## config.mk

```make
export PLATFORM = sky130hd
export DESIGN_NAME = dcache_fill_ctrl
export DESIGN_NICKNAME = d
export VERILOG_FILES = /design/src/rtl/dcache_pkg.sv /design/src/rtl/onehot_decoder.sv /design/src/rtl/dcache_fill_ctrl.sv
export SDC_FILE = /design/constraint.sdc
export NUM_CORES = 1
export LEC_CHECK = 0
export BUFFER_PORTS_ARGS = -buffer_cell sky130_fd_sc_hd__clkbuf_2
export CAP_MARGIN = 15
export CORE_UTILIZATION = 40
export DETAILED_ROUTE_END_ITERATION = 8
export PLACE_DENSITY = 0.94
export SYNTH_ARGS = -nofsm -noshare
export SYNTH_HDL_FRONTEND = slang
export SYNTH_SLANG_ARGS = --single-unit
```

## constraint.sdc

```tcl
create_clock -name clk -period 2.7 [get_ports clk]
set_input_delay 0.405 -clock clk [delete_from_list [all_inputs] [get_ports clk]]
set_output_delay 0.405 -clock clk [all_outputs]
set_load 0.01 [all_outputs]
```

## src/rtl/dcache_pkg.sv

```systemverilog
// Shared definitions for the data-cache miss/fill controller.
// Holds address field geometry, metadata bit positions, FSM state codes,
// the block size and the victim-selection helper.
package dcache_pkg;

  // Byte address layout: tag [15:10], index [9:4], word [3:1], byte [0].
  localparam int unsigned TagW     = 6;
  localparam int unsigned IndexW   = 6;
  localparam int unsigned WordW    = 3;
  localparam int unsigned TagLsb   = 10;
  localparam int unsigned IndexLsb = 4;

  // Metadata byte layout: [7] valid, [6] LRU, [5:0] tag.
  localparam int unsigned MetaValid = 7;
  localparam int unsigned MetaLru   = 6;

  // Words per block and width of the request/return counters.
  localparam int unsigned Words = 8;
  localparam int unsigned CntW  = 4;

  // FSM state codes.
  localparam logic [1:0] StIdle   = 2'd0;
  localparam logic [1:0] StFill   = 2'd1;
  localparam logic [1:0] StUpdate = 2'd2;

  // Returns 1 when way 2 should be replaced: fill an invalid way first
  // (way 1 preferred), otherwise evict the way marked LRU.
  function automatic logic victim_is_way2(input logic [7:0] meta1, input logic [7:0] meta2);
    if (!meta1[MetaValid])      return 1'b0;
    else if (!meta2[MetaValid]) return 1'b1;
    else if (meta2[MetaLru])    return 1'b1;
    else                        return 1'b0;
  endfunction

endpackage

```

## src/rtl/onehot_decoder.sv

```systemverilog
// Binary to one-hot decoder.
//   sel_i    : binary select, InW bits
//   onehot_o : one-hot output, OutW bits (bit sel_i set)
module onehot_decoder #(
  parameter int unsigned InW  = 3,
  parameter int unsigned OutW = 1 << InW
) (
  input  logic [InW-1:0]  sel_i,
  output logic [OutW-1:0] onehot_o
);

  always_comb begin
    onehot_o        = '0;
    onehot_o[sel_i] = 1'b1;
  end

endmodule

```

## src/rtl/dcache_fill_ctrl.sv

```systemverilog
// Miss-handling controller for the 2-way data cache (64 sets, 8x16-bit words).
// On a miss it picks a victim way, streams 8 read requests to main memory,
// writes each returned word into the victim way and finally rewrites both
// ways' metadata for the set. fsm_busy stalls the pipeline meanwhile.
//   clk, rst                 : clock, synchronous active-high reset
//   miss_detected/address    : miss request from hit-check logic
//   meta_out1/2              : metadata read for the addressed set
//   mem_data/_valid          : in-order memory read returns
//   mem_enable/mem_address   : memory read request
//   block_enable/word_enable : one-hot set / word selects to the cache
//   data_in, data_write1/2   : data array write port
//   meta_in1/2, meta_write1/2: metadata write port
//   fsm_busy, fill_done      : stall indication and completion pulse
module dcache_fill_ctrl
  import dcache_pkg::*;
#(
  parameter int unsigned WORDS       = Words,
  parameter int unsigned MEM_LATENCY = 4  // informational; returns are counted, not timed
) (
  input  logic        clk,
  input  logic        rst,
  input  logic        miss_detected,
  input  logic [15:0] miss_address,
  input  logic [7:0]  meta_out1,
  input  logic [7:0]  meta_out2,
  input  logic [15:0] mem_data,
  input  logic        mem_data_valid,
  output logic        mem_enable,
  output logic [15:0] mem_address,
  output logic [63:0] block_enable,
  output logic [7:0]  word_enable,
  output logic [15:0] data_in,
  output logic        data_write1,
  output logic        data_write2,
  output logic [7:0]  meta_in1,
  output logic [7:0]  meta_in2,
  output logic        meta_write1,
  output logic        meta_write2,
  output logic        fsm_busy,
  output logic        fill_done
);

  if (MEM_LATENCY == 0 || WORDS == 0 || WORDS > (1 << WordW)) begin : g_param_check
    $error("dcache_fill_ctrl: unsupported WORDS/MEM_LATENCY");
  end

  localparam logic [CntW-1:0] WordsCnt = CntW'(WORDS);

  logic [1:0]        state_q, state_d;
  logic [CntW-1:0]   req_cnt_q, req_cnt_d;
  logic [CntW-1:0]   rcv_cnt_q, rcv_cnt_d;
  logic [TagW-1:0]   tag_q, tag_d;
  logic [IndexW-1:0] index_q, index_d;
  logic              victim_q, victim_d;  // 1: way 2 is being filled

  logic [IndexW-1:0] blk_sel;
  logic [7:0]        word_dec;
  logic              wr_en;

  // Word offset and byte bit of the miss address are irrelevant to a block fill;
  // meta_out1[6] is never needed because way 1's LRU bit is always rewritten.
  logic unused_bits;
  assign unused_bits = ^{miss_address[IndexLsb-1:0], meta_out1[MetaLru]};

  always_comb begin
    state_d     = state_q;
    req_cnt_d   = req_cnt_q;
    rcv_cnt_d   = rcv_cnt_q;
    tag_d       = tag_q;
    index_d     = index_q;
    victim_d    = victim_q;
    blk_sel     = index_q;
    wr_en       = 1'b0;
    mem_enable  = 1'b0;
    mem_address = '0;
    data_in     = '0;
    data_write1 = 1'b0;
    data_write2 = 1'b0;
    meta_in1    = '0;
    meta_in2    = '0;
    meta_write1 = 1'b0;
    meta_write2 = 1'b0;
    fsm_busy    = 1'b0;
    fill_done   = 1'b0;

    case (state_q)
      StIdle: begin
        blk_sel = miss_address[IndexLsb +: IndexW];
        if (miss_detected) begin
          tag_d     = miss_address[TagLsb +: TagW];
          index_d   = miss_address[IndexLsb +: IndexW];
          victim_d  = victim_is_way2(meta_out1, meta_out2);
          req_cnt_d = '0;
          rcv_cnt_d = '0;
          state_d   = StFill;
        end
      end

      StFill: begin
        fsm_busy = 1'b1;
        // Request and return paths are independent and may both fire in one cycle.
        if (req_cnt_q < WordsCnt) begin
          mem_enable  = 1'b1;
          mem_address = {tag_q, index_q, req_cnt_q[WordW-1:0], 1'b0};
          req_cnt_d   = req_cnt_q + 4'd1;
        end
        if (mem_data_valid && (rcv_cnt_q < WordsCnt)) begin
          wr_en       = 1'b1;
          data_in     = mem_data;
          data_write1 = ~victim_q;
          data_write2 = victim_q;
          rcv_cnt_d   = rcv_cnt_q + 4'd1;
        end
        // Leave on the cycle carrying the last return so its write lands in FILL.
        if (rcv_cnt_d == WordsCnt) begin
          state_d = StUpdate;
        end
      end

      StUpdate: begin
        fsm_busy    = 1'b1;
        fill_done   = 1'b1;
        meta_write1 = 1'b1;
        meta_write2 = 1'b1;
        // Filled way becomes valid/MRU; the other keeps valid+tag and becomes LRU.
        if (victim_q) begin
          meta_in2 = {1'b1, 1'b0, tag_q};
          meta_in1 = {meta_out1[MetaValid], 1'b1, meta_out1[TagW-1:0]};
        end else begin
          meta_in1 = {1'b1, 1'b0, tag_q};
          meta_in2 = {meta_out2[MetaValid], 1'b1, meta_out2[TagW-1:0]};
        end
        state_d = StIdle;
      end

      default: state_d = StIdle;
    endcase
  end

  always_ff @(posedge clk) begin
    if (rst) begin
      state_q   <= StIdle;
      req_cnt_q <= '0;
      rcv_cnt_q <= '0;
      tag_q     <= '0;
      index_q   <= '0;
      victim_q  <= 1'b0;
    end else begin
      state_q   <= state_d;
      req_cnt_q <= req_cnt_d;
      rcv_cnt_q <= rcv_cnt_d;
      tag_q     <= tag_d;
      index_q   <= index_d;
      victim_q  <= victim_d;
    end
  end

  onehot_decoder #(
    .InW  (IndexW),
    .OutW (64)
  ) u_block_dec (
    .sel_i    (blk_sel),
    .onehot_o (block_enable)
  );

  onehot_decoder #(
    .InW  (WordW),
    .OutW (8)
  ) u_word_dec (
    .sel_i    (rcv_cnt_q[WordW-1:0]),
    .onehot_o (word_dec)
  );

  assign word_enable = wr_en ? word_dec : 8'h00;

endmodule

```

# --- Word-level counts from Yosys, hierarchy flattened ---
# Cells that the tools add are included.
classes:
  order_cmp: 6
  n_eq_ne: 6
  n_mux: 36
  addsub: 2
  bitwise_logic: 1
  reduce_logical: 10
op_table:
  columns: ["cell", "n"]
  rows:
  - ["16-bit 2-to-1 mux", 4]
  - ["8-bit 2-to-1 mux", 5]
  - ["4-bit 2-to-1 mux", 4]
  - ["4-bit one-hot mux with 2 select lines", 2]
  - ["1-bit 2-to-1 mux", 15]
  - ["4-bit by 1-bit adder with 4-bit output, second input constant", 2]
  - ["4-bit < comparator, second input constant", 2]
  - ["6-bit by 7-bit < comparator with 1-bit output, second input constant", 1]
  - ["1-bit demux with 6-bit select", 1]
  - ["6-bit by 1-bit >= comparator with 1-bit output, second input constant", 1]
  - ["6-bit 2-to-1 mux", 1]
  - ["2-bit != test, second input constant", 3]
  - ["2-bit AND reduction", 3]
  - ["4-bit equality test, second input constant", 1]
  - ["3-bit by 4-bit < comparator with 1-bit output, second input constant", 1]
  - ["2-bit 2-to-1 mux", 2]
  - ["2-bit one-hot mux with 2 select lines", 1]
  - ["1-bit demux with 3-bit select", 1]
  - ["3-bit by 1-bit >= comparator with 1-bit output, second input constant", 1]
  - ["1-bit logical AND", 3]
  - ["3-bit AND reduction", 1]
  - ["2-bit by 1-bit equality test with 1-bit output, second input constant", 1]
  - ["2-bit equality test, second input constant", 1]
  - ["2-bit zero test", 1]
  - ["other kinds (3)", 3]
totals:
  ff_bits: 23
  wordCells: 67

# --- Depth between registers and ports, before layout ---
depth:
  depth_word: 7
  ltp_mapped: 8
  ltp_nobuf: 6

# --- Modules after synthesis ---
# A second synthesis with hierarchy kept.
hier_totals:
  hier_cells: 325
  area_unflattened_um2: 2200.9
by_module_without_submodules:
  columns: ["module", "cells_per_inst", "instances", "seq_area_each_um2", "area_each_um2"]
  rows:
  - ["dcache_fill_ctrl", 222, 1, 460.4, 1674.1]
  - ["onehot_decoder at u_block_dec", 95, 1, 0.0, 461.7]
  - ["onehot_decoder at u_word_dec", 8, 1, 0.0, 65.1]

# --- Least setup slack after synthesis ---
# OpenSTA, ideal clock, no wires.
synth_path:
  path_kind: "register to output"
  from: "register state_q[0]"
  to: "output port block_enable[1]"
  n_path_buf: 2
  stages_incl_launch_ff: 8
  setup_slack_ns: 0.626
  arrival_time_ns: 1.669
  path_cell_list: "dfxtp_1 -> inv_1 -> ha_1 -> buf_6 -> buf_8 -> o32a_4 -> or2_4 -> nor2_1"
synth_via:
  elab_chain_cells: 6
synth_rtl:
  columns: ["element", "line", "text"]
  rows:
  - ["from (decl)", "dcache_fill_ctrl.sv:49", "logic [1:0] state_q, state_d;"]
  - ["from (signal assigned)", "dcache_fill_ctrl.sv:142", "state_q <= StIdle;"]
  - ["from (signal assigned)", "dcache_fill_ctrl.sv:149", "state_q <= state_d;"]
  - ["2-bit zero test (*)", "dcache_fill_ctrl.sv:86", "case (state_q)"]
  - ["6-bit 2-to-1 mux (*)", "dcache_fill_ctrl.sv:86", null]
  - ["6-bit by 7-bit < comparator with 1-bit output (not written as such) / 6-bit by 1-bit >= comparator with 1-bit output (equally long branches)", "onehot_decoder.sv:14", "onehot_o[sel_i] = 1'b1;"]
  - ["1-bit logical AND (not written as such)", "onehot_decoder.sv:14", null]
  - ["1-bit 2-to-1 mux (not written as such)", "onehot_decoder.sv:14", null]
  - ["1-bit demux with 6-bit select (*)", null, null]
  - ["to (decl)", "dcache_fill_ctrl.sv:30", "output logic [63:0] block_enable,"]
# Every way passes the cells marked *; elsewhere a longest branch is shown, timed or not.

# --- Worst setup path after layout ---
layout_path:
  from: "register state_q[0]"
  to: "output port block_enable[49]"
# The elaborated chain is that of the path after synthesis.

==> impl_metrics.csv <==
group,metric,value,unit
job,cap_violations,0,
floorplanning,die-height,77.0,um
placed_design,place_area,3160,um2
placed_design,dp_hpwl,5.80,mm
floorplanning,start_util,0.427,
floorplanning,core,5270,um2
timing,tns,0,ns
yosys,avgSynthCellArea,6.73,um2
yosys,synth_cell_types,45,
timing,min_period,2.52,ns
finish,n_antenna_cell,0,
critical_path,r2r_setup_slack,0.66,ns
yosys,ys.flop_type,"dfxtp_1",
clock_network,clock_latency,0.26,ns
timing,setup_viol,0,
floorplanning,fp.dieW,77.0,um
yosys,syn-num-nets,391,
clock_network,cts_setup_buffers,0,
yosys,synth_enable_flop_cells,0,
routing,drt_iter0_drc,252,
timing,maxSlewViolCount,0,
clock_network,clockBufferDepth,2,
routing,drc,0,
timing,rsz0062_at_grt,"no",
yosys,netlist_instances,334,
worst_hold_path,hold_class,"in -> reg",
pwr,worst_ir_drop_vdd,0.252,mV
clock_network,cts_buffers,3,
routing,via_count,2938,
status,status,"finished clean",
critical_path,critPathArrivalTime,2.11,ns
critical_path,critPathSlowestCell,"o32a_4",
timing,post-route-period-util,0.933,
critical_path,end_kind,"output port",
placed_design,gp_congestion,0.857,
timing,hold_viol,0,
global_routing,grt_pass1_vias,2631,
routing,wire_per_inst,12.9,um
routing,routed_via_density,5.15,
critical_path,cp_max_fo,22,
routing,routed_wl,7.33,mm
critical_path,worstSetupPathType,"reg -> out",
finish,syn_to_final_growth,43.6,%
global_routing,antenna_found_initial,0,
finish,final_cell_area,3230,um2
placed_design,port_buffers,172,
finish,final_cell_count_no_fill,570,
global_routing,grt.overflow.total,0,
finish,layout.nets,558,
yosys,synth_area,2250,um2
timing,max_freq,397,MHz
floorplanning,pin_count,179,
clock_network,cts_sinks,23,
critical_path,cp.required,2.30,ns
timing,worst_slew_pin_slew,0.847,ns
routing,antenna_left,0,
yosys,synth-seq-area-share,0.205,
clock_network,cts_tree,"yes",
timing,relSlewSlack,0.434,
finish,fillers,487,
finish,regArea,460,um2
finish,drive_gt1_frac,0.410,
global_routing,grt_max_degree,25,
clock_network,htreeDepth,1,
yosys,synthArstFlopShare,0,
yosys,synth_seq_cells,23,
global_routing,track_usage,0.237,
critical_path,start_kind,"flop",
timing,finClkSkew,0.00176,ns
floorplanning,dieArea,5930,um2
global_routing,grt_pass1_wl,11.7,mm
finish,multi_input_comb_area,1630,um2
floorplanning,num_rows,26,
critical_path,slowest_delay,0.40,ns
yosys,yosys_warnings,0,
placed_design,placed_cells,566,
clock_network,cts.clk_slew.worst_paths,0.08,ns
pwr,fin_total_pwr,0.00107,W
clock_network,cts-root-buf,"clkbuf_8",
pwr,p_leak,1.62,nW
critical_path,worstPathCellList,"inv_1 -> ha_4 -> buf_4 -> o32a_4 -> or2_1 -> nor2_1 -> clkbuf_2",
pwr,power_density,333,nW/um2
routing,drt_first_pass_iters,4,
timing,whs,0.362,ns
-- state kept, by name (all words and copies together), names as in the netlist --
| signal | count |
|---|---|
| state_q | 2 |
| index_q | 6 |
| rcv_cnt_q | 4 |
| tag_q | 6 |
| victim_q | 1 |
| req_cnt_q | 4 |
-- critical path: cells and delay by family, from the launching register on --
kind / cells / cell delay, ns
AND/OR/NAND/NOR: 2 / 0.39
adder cells (fa/ha/maj): 1 / 0.25
flip-flops: 1 / 0.36
AO/OA/AOI/OAI: 1 / 0.40
buffers and inverters: 3 / 0.44
-- cell usage after synthesis, types with 2 or more instances --
library cell / number / area [um2]
nor2_1: 54 / 203
nor3_1: 35 / 175
nand2_1: 33 / 124
a21oi_1: 23 / 115
dfxtp_1: 23 / 460
nor2b_1: 19 / 119
and3_1: 17 / 106
and2_1: 16 / 100
mux2i_1: 13 / 130
clkbuf_1: 10 / 37.5
inv_1: 9 / 33.8
buf_2: 8 / 40.0
nand2b_1: 8 / 50.1
ha_1: 5 / 62.6
or2_1: 5 / 31.3
a32oi_1: 4 / 35.0
buf_4: 4 / 30.0
nand3_1: 4 / 20.0
nor3b_1: 4 / 30.0
a31oi_1: 3 / 18.8
o21ai_0: 3 / 15.0
or2_4: 3 / 26.3
a22oi_1: 2 / 15.0
a31oi_2: 2 / 25.0
a41oi_1: 2 / 17.5
buf_6: 2 / 22.5
mux2_2: 2 / 22.5
nand3b_1: 2 / 15.0
o21a_1: 2 / 15.0
or2_2: 2 / 12.5
-- final timing paths --
path | startpoint | endpoint | depth (start not counted)
max | state_q[0] | block_enable[49] | 7
min reg2reg | tag_q[4] | tag_q[4] | 2
max reg2reg | state_q[1] | req_cnt_q[2] | 7
min | miss_address[14] | tag_q[4] | 3
-- repair_timing --
item	CTS	global route
resized for setup	1	2
cloned	0	0
pin swaps	0	0
hold buffers	0	0
setup endpoints to repair	48	19
-- cell type report --
type	instances	share of cell area
Inverter	9	0.0105
Sequential cell	23	0.143
Clock buffer	3	0.0128
Timing Repair Buffer	187	0.302
Clock inverter	1	0.00155
Multi-Input combinational cell	277	0.504
Tap cell	70	0.0271
-- through the flow --
stage                util  worst slack, ns
global route        0.613           0.0533
floorplan               -            0.626
global placement    0.600            0.283
detailed placement  0.600            0.142
finish              0.613            0.182
CTS                 0.610           0.0949
-- where the power goes --
| part | leakage (nW) | switching, W | internal [W] |
|---|---|---|---|
| logic | 1.40 | 0.000286 | 0.000191 |
| clock network | 0.0255 | 0.000107 | 0.000103 |
| registers | 0.188 | 0.0000292 | 0.000359 |
| total | 1.62 | 0.000422 | 0.000652 |
-- logic make-up (layout without fill, tap and decap cells) --
logic type	Yosys count	count (layout)	share of synthesized area
and+or+nand+nor	206	206	0.462
AOI/OAI and AO/OA	48	48	0.148
buffers and inverters	34	200	0.0796
DFF	23	23	0.205
muxes	15	15	0.0679
adders and majority gates	5	5	0.0278
xor gates and xnor gates	2	2	0.00779
other	1	1	0.00167
-- cells in the final DEF, fill, tap and decap left out, types with 8 or more instances in the layout --
master,instances
nor3_1,35
mux2i_1,13
nor2b_1,19
a21oi_1,23
nand2b_1,8
inv_1,9
buf_4,15
nor2_1,54
and3_1,17
and2_1,16
dfxtp_1,23
nand2_1,33
clkbuf_2,172
-- routing by layer --
metal | GRT usage | up-vias | share of wire
met5 | 0 | - | 0
met3 | 0.0488 | 12 | 0.054
li1 | - | 1469 | -
met1 | 0.267 | 1344 | 0.41
met2 | 0.440 | 113 | 0.52
met4 | 0.0736 | 0 | 0.015
No activity file was read; power rests on OpenSTA's default activity.
